[src/rtl/fetch_stage.sv]
// Instruction fetch stage: PC, imem request handshake and IF/ID register; 1 cycle from imem_ack to ifid_ir.
// Hazard-unit stalls park an accepted word in a hold buffer; a redirect while a fetch is outstanding drains the stale response.
module fetch_stage #(
  parameter logic [31:0] RESET_PC  = 32'h0000_0000,
  parameter logic [31:0] NOP_INSTR = 32'h0000_0013
) (
  input  logic        clk,
  input  logic        rst_n,
  input  logic        pc_write,
  input  logic        reg_en,
  input  logic        br_taken,
  input  logic [31:0] br_target,
  output logic        imem_req,
  output logic [31:0] imem_addr,
  input  logic        imem_ack,
  input  logic [31:0] imem_rdata,
  output logic [31:0] ifid_ir,
  output logic [31:0] ifid_pc,
  output logic        ifid_valid
);

  typedef enum logic [1:0] {
    S_IDLE  = 2'd0,
    S_FETCH = 2'd1,
    S_HOLD  = 2'd2,
    S_DRAIN = 2'd3
  } state_t;

  state_t      state_q, state_d;
  logic [31:0] pc_q, pc_d;
  logic [31:0] ir_q, ir_d;
  logic [31:0] ipc_q, ipc_d;
  logic        vld_q, vld_d;
  logic [31:0] hold_ir_q, hold_ir_d;
  logic [31:0] hold_pc_q, hold_pc_d;
  logic [31:0] drain_addr_q, drain_addr_d;

  logic        advance;
  logic [31:0] br_pc;
  logic        unused_tgt_lsbs;

  assign advance         = reg_en & pc_write;
  assign br_pc           = {br_target[31:2], 2'b00};
  assign unused_tgt_lsbs = ^br_target[1:0];

  always_comb begin
    state_d      = state_q;
    pc_d         = pc_q;
    ir_d         = ir_q;
    ipc_d        = ipc_q;
    vld_d        = vld_q;
    hold_ir_d    = hold_ir_q;
    hold_pc_d    = hold_pc_q;
    drain_addr_d = drain_addr_q;

    if (br_taken) begin
      // Redirect overrides stalls; IF/ID keeps its old pc so the bubble stays traceable.
      pc_d      = br_pc;
      ir_d      = NOP_INSTR;
      vld_d     = 1'b0;
      hold_ir_d = '0;
      hold_pc_d = '0;
      case (state_q)
        S_FETCH: begin
          if (imem_ack) begin
            state_d = S_FETCH;
          end else begin
            state_d      = S_DRAIN;
            drain_addr_d = pc_q;
          end
        end
        S_DRAIN: state_d = imem_ack ? S_FETCH : S_DRAIN;
        default: state_d = S_FETCH;
      endcase
    end else begin
      case (state_q)
        S_IDLE: state_d = S_FETCH;
        S_FETCH: begin
          if (imem_ack) begin
            if (advance) begin
              ir_d  = imem_rdata;
              ipc_d = pc_q;
              vld_d = 1'b1;
              pc_d  = pc_q + 32'd4;
            end else begin
              hold_ir_d = imem_rdata;
              hold_pc_d = pc_q;
              state_d   = S_HOLD;
            end
          end else if (reg_en) begin
            ir_d  = NOP_INSTR;
            ipc_d = pc_q;
            vld_d = 1'b0;
          end
        end
        S_HOLD: begin
          if (advance) begin
            ir_d    = hold_ir_q;
            ipc_d   = hold_pc_q;
            vld_d   = 1'b1;
            pc_d    = pc_q + 32'd4;
            state_d = S_FETCH;
          end
        end
        S_DRAIN: begin
          if (imem_ack) state_d = S_FETCH;
          if (reg_en) begin
            ir_d  = NOP_INSTR;
            ipc_d = pc_q;
            vld_d = 1'b0;
          end
        end
        default: state_d = S_IDLE;
      endcase
    end
  end

  always_ff @(posedge clk or negedge rst_n) begin
    if (!rst_n) begin
      state_q      <= S_IDLE;
      pc_q         <= RESET_PC;
      ir_q         <= NOP_INSTR;
      ipc_q        <= RESET_PC;
      vld_q        <= 1'b0;
      hold_ir_q    <= '0;
      hold_pc_q    <= '0;
      drain_addr_q <= RESET_PC;
    end else begin
      state_q      <= state_d;
      pc_q         <= pc_d;
      ir_q         <= ir_d;
      ipc_q        <= ipc_d;
      vld_q        <= vld_d;
      hold_ir_q    <= hold_ir_d;
      hold_pc_q    <= hold_pc_d;
      drain_addr_q <= drain_addr_d;
    end
  end

  // The stale address is kept on the bus while draining so the memory sees a stable request.
  assign imem_req   = (state_q == S_FETCH) || (state_q == S_DRAIN);
  assign imem_addr  = (state_q == S_DRAIN) ? drain_addr_q : pc_q;
  assign ifid_ir    = ir_q;
  assign ifid_pc    = ipc_q;
  assign ifid_valid = vld_q;

endmodule

[config.mk]
export PLATFORM = sky130hd
export DESIGN_NAME = fetch_stage
export DESIGN_NICKNAME = d
export VERILOG_FILES = /design/src/rtl/fetch_stage.sv
export SDC_FILE = /design/constraint.sdc
export NUM_CORES = 1
export LEC_CHECK = 0
export ABC_CLOCK_PERIOD_IN_PS = 2100
export CAP_MARGIN = 20
export CORE_MARGIN = 4
export CORE_UTILIZATION = 52
export DETAILED_ROUTE_END_ITERATION = 6
export PLACE_DENSITY = 0.8
export RECOVER_POWER = 25
export SLEW_MARGIN = 5
export SYNTH_ARGS = -nofsm -noshare
export SYNTH_HDL_FRONTEND = slang
export SYNTH_SLANG_ARGS = --single-unit
[constraint.sdc]
create_clock -name clk -period 2.1 [get_ports clk]
set_input_delay 0.42 -clock clk [delete_from_list [all_inputs] [get_ports clk]]
set_output_delay 0.42 -clock clk [all_outputs]
set_load 0.01 [all_outputs]
---- Yosys cells after proc, flatten, opt, wreduce, memory -nomap -nowiden ----
Cells that the tools add are included.
word-level totals
  flip-flop bits (word level) ............. 195
operators by class
  add/subtract/negate cells ............... 1
  equal/unequal tests ..................... 11
  multiplexer cells ....................... 37
  bitwise operators ....................... 3
  reductions and logical operators ........ 14
operators with widths
  operator                                                          number
  32-bit 2-to-1 mux                                                 21
  32-bit case mux with 3 select lines                               2
  32-bit case mux with 2 select lines                               1
  32-bit by 3-bit adder with 32-bit output (second input constant)  1
  3-bit inequality test (second input constant)                     5
  2-bit 2-to-1 mux                                                  7
  3-bit AND reduction                                               3
  2-bit case mux with 4 select lines                                1
  4-bit AND reduction                                               2
  3-bit nonzero test                                                2
  2-bit == test (second input constant)                             2
  1-bit 2-to-1 mux                                                  4
  2-bit inequality test (second input constant)                     2
  4-bit inequality test (second input constant)                     1
  2-bit nonzero test                                                2
  4-bit nonzero test                                                1
  1-bit case mux with 3 select lines                                1
  2-bit by 1-bit == test with 1-bit output (second input constant)  1
  2-bit zero test                                                   1
  1-bit NOT                                                         2
  2-bit AND reduction                                               1
  2-bit OR reduction                                                1
  1-bit bitwise AND                                                 1
  1-bit logical OR                                                  1

---- Logic depth before layout (Yosys ltp) ----
  depth after elaboration ................. 5
  mapped depth ............................ 8
  mapped depth without buffers ............ 6

---- Worst setup path before layout ----
No wires, ideal clock.
  path kind ............................... register to register
  start point ............................. reg state_q[0]
  end point ............................... reg pc_q[27]
  library setup time ...................... 124 ps
  arrival ................................. 1702 ps
  data required time ...................... 1976 ps
  slack ................................... 274 ps
  stages on the path, launching flop included .. 6
  buffers on the path ..................... 0
  period minus slack after synthesis ...... 1826 ps
  cell sequence ........................... dfrtp_1 nand2b_1 a2111oi_4 nand3_2 o31a_1 o31a_1
on the way
  cells in the longest elaborated chain, start to end .. 3
  elaborated cells on any way between the ends .. 7
RTL lines
  element                                                                           line  RTL
  start: declaration                                                                29    state_t state_q, state_d;
  start signal: assignment                                                          129   state_q <= state_d;
  2-bit == test / 2-bit by 1-bit == test with 1-bit output (equally long branches)  76    case (state_q)
  32-bit case mux with 2 select lines (tied with other cells)                       76
  32-bit 2-to-1 mux / 2-bit AND reduction (equally long branches)                   --
  end signal: assignment                                                            130   pc_q <= pc_d;
  end: declaration                                                                  30    logic [31:0] pc_q, pc_d;
Several ways; a longest one is shown, not always the timed one.
A chain may end at the register's enable or synchronous reset.

---- Worst setup path after layout ----
  start point ............................. reg state_q[1]
  end point ............................... out imem_addr[24]
on the way
  cells in the longest elaborated chain, start to end .. 2
RTL lines
  element            line  RTL
  2-bit == test      142   assign imem_addr = (state_q == S_DRAIN) ? drain_addr_q : pc_q;
  32-bit 2-to-1 mux  142
  end: declaration   14    output logic [31:0] imem_addr,
No other way between the ends.

==> summary.txt <==
Worst Hold Class = primary input to flip-flop
fin. max-slew vios = 0
post-route non-filler standard cell count = 1157
Die Height = 136.7 µm
Layout area overhead = 37.72%
fraction of final layout cells sized beyond drive strength 1 = 24.76%
routability cong. = 0.8675
number of distinct library cells after synthesis = 56
Syn Inst Count = 748
number of synthesized flops with an enable pin = 0
Clock Sinks = 190
hold slack final = 0.3229 ns
worst-path fanout max = 5
Tmin final = 2.186 ns
CP Class = flip-flop to output port
nets@finish = 999
clock latency on the worst-skew pair = 0.44 ns
DRC violations left = 0
initial core utilization = 53.65%
Leak = 0.005238 µW
Main synth FF type = dfrtp_1
Worst Skew = 0.01035 ns
required time worst endpoint = 1.68 ns
Total Routed Length = 25490 µm
pre-CTS setup slack = -0.3200 ns
actual slew at the worst max-slew pin = 0.8558 ns
die area = 0.01869 mm²
Yosys warnings = 0
GR Overflow Total = 0
RSZ-0062 raised after global routing = yes
pin count of the biggest net entering global routing = 74
clock buffer depth = 2
Max Fclk = 457.4 MHz
All-Layer GR Usage = 27.76%
CTS root buf = clkbuf_16
Avg Synthesized Cell Area = 11.52 µm²
Cell Area, Synth = 0.008615 mm²
DR pass1 iterations = 5
PwrDens = 941.4 mW/mm²
CP startpoint kind = flip-flop
drt wl/cell = 22.03 µm
Via density = 6.225
core area = 0.01606 mm²
first-pass GRT wire length = 40240 µm
site row count = 46
Setup violations, final = 23
synthesized flop and latch total = 190
diodes inserted = 0
Die Wd = 136.7 µm
Clock H-tree levels = 4
Routed Antenna Nets = 0
initial antenna violation count = 0
fin util = 73.88%
Rel. slew slack = 42.95%
CP endpoint kind = output port
Inst Count DP = 1110
status = complete, but fails checks
drt initial violations = 553
worst vdd ir = 0.6727 mV
Clock transition at path regs = 0.07 ns
Seq/Total Area, Yosys = 55.24%
Post-DP HPWL = 16080 µm
final hold vios = 0
vias in the first global route = 7401
number of max-cap violations = 0
fin worst setup slack = -0.08637 ns
Final Cycle Share = 104.1%
FFs w/ async S/R, synth = 100.0%
Vias = 7202
CTS tree = done
failing checks = setup timing
Crit path arrival time = 1.77 ns
Num CTS Buffers = 17
# IOs = 168
IO Port Bufs = 163
==> synthesized netlist by cell type (2+ instances only) <==
| master | instances | area (µm²) |
|---|---|---|
| mux2_2 | 63 | 709.4 |
| nand3_1 | 6 | 30.03 |
| buf_4 | 4 | 30.03 |
| nor2_1 | 15 | 56.30 |
| a22o_1 | 65 | 569.3 |
| xor2_1 | 9 | 78.83 |
| a21oi_1 | 3 | 15.01 |
| nor3_1 | 8 | 40.04 |
| dfrtp_1 | 187 | 4679 |
| o21ai_0 | 57 | 285.3 |
| clkbuf_2 | 2 | 10.01 |
| a2bb2oi_1 | 28 | 245.2 |
| nor2b_1 | 4 | 25.02 |
| clkbuf_1 | 55 | 206.5 |
| and2_1 | 3 | 18.77 |
| o221ai_1 | 29 | 254.0 |
| nor4_2 | 2 | 25.02 |
| and3_1 | 7 | 43.79 |
| a21o_1 | 2 | 15.01 |
| a22oi_1 | 34 | 255.2 |
| nand4_1 | 8 | 50.05 |
| buf_2 | 16 | 80.08 |
| xnor2_1 | 18 | 157.7 |
| or3_1 | 2 | 12.51 |
| nor4_1 | 3 | 18.77 |
| and4_1 | 4 | 35.03 |
| nand2_1 | 69 | 259.0 |
| nand2b_1 | 7 | 43.79 |
| o31a_1 | 2 | 17.52 |
| inv_1 | 6 | 22.52 |
| dfstp_2 | 3 | 78.83 |
| o21ai_1 | 3 | 15.01 |
==> through the flow <==
stage,area (µm²),setup TNS [ns],total power (µW)
2_1_floorplan,8618,0,5922
3_3_place_gp,10830,-18.12,7374
3_5_place_dp,10830,-22.19,7492
4_1_cts,11760,-1.394,11130
5_1_grt,11860,-2.388,11610
6_report,11860,-1.475,11170
==> state kept, by name, indices dropped and copies added (netlist names) <==
signal	count
hold_ir_q	32
ifid_ir	32
ifid_pc	32
hold_pc_q	31
drain_addr_q	30
pc_q	30
state_q	2
ifid_valid	1
==> layout make-up <==
cell class / count / area, µm²
clock inverter: 11 / 153.9
multi-input combinational: 475 / 3704
fill: 1034 / 4194
tap: 216 / 270.3
sequential: 190 / 4761
clock buffer: 21 / 460.4
inverter: 6 / 22.52
timing repair buffer: 238 / 2492
==> placed cells by master (no fill, tap or decap), types with 5 or more instances in the layout <==
cell             count
a22o_1              65
a22oi_1             34
a2bb2oi_1           28
and3_1               7
buf_12              15
buf_4               54
buf_6               30
clkbuf_16           17
clkdlybuf4s50_1    130
dfrtp_1            185
inv_1                6
mux2_2              40
mux2_4              23
nand2_1             68
nand2b_1             6
nand3_1              5
nand4_1              8
nor2_1              14
nor3_2               5
o21ai_0             51
o21ai_1              8
o221ai_1            29
xnor2_1             18
xor2_1               9
==> critical path: stages, from the launching register on <==
cell     delay, ns
dfrtp_2       0.43
nand2_4       0.10
buf_12        0.12
buf_12        0.11
buf_16        0.12
mux2_4        0.31
buf_6         0.12
==> report_power, final <==
group	internal, µW	switching (µW)
clock	1950	1450
combinational	1780	1320
sequential	4240	423
total	7970	3190
==> cells by family after synthesis <==
kind of cell | count (synthesis) | share of synthesized area (%)
flip-flops | 190 | 55.24
multiplexers | 64 | 8.351
XOR/XNOR | 27 | 2.745
buffers and inverters | 85 | 4.227
AO/OA/AOI/OAI | 233 | 20.65
AND/OR/NAND/NOR | 147 | 8.599
other | 1 | 0.04353
adder cells (fa/ha/maj) | 1 | 0.1452
==> what timing repair did <==
action | 4_1_cts | 5_1_grt
endpoints found under the setup margin | 30 | 65
pin swaps | 3 | 12
setup buffers | 9 | 1
hold buffers | 1 | 0
hold endpoints to repair | 28 | 0
gates resized for setup | 174 | 32
gates cloned | 4 | 1
==> final timing paths <==
| path | startpoint | slack (ns) | depth (start not counted) | endpoint |
|---|---|---|---|---|
| min | br_taken | 0.32 | 3 | ifid_valid |
| max reg2reg | state_q[1] | -0.01 | 7 | pc_q[28] |
| min reg2reg | ifid_pc[1] | 0.48 | 1 | ifid_pc[1] |
| min in group asynchronous | rst_n | 0.62 | 2 | hold_ir_q[27] |
| max | state_q[1] | -0.09 | 6 | imem_addr[24] |
| max in group asynchronous | rst_n | 0.25 | 3 | drain_addr_q[21] |
==> per-layer routing <==
metal	GRT usage, %	vias to the layer above	wire length (µm)
li1	-	3125	-
met1	35.83	3619	10070
met2	46.39	390	12670
met3	5.404	68	1966
met4	10.81	0	784
met5	0	-	0
Power figures use the tool's default switching activity.
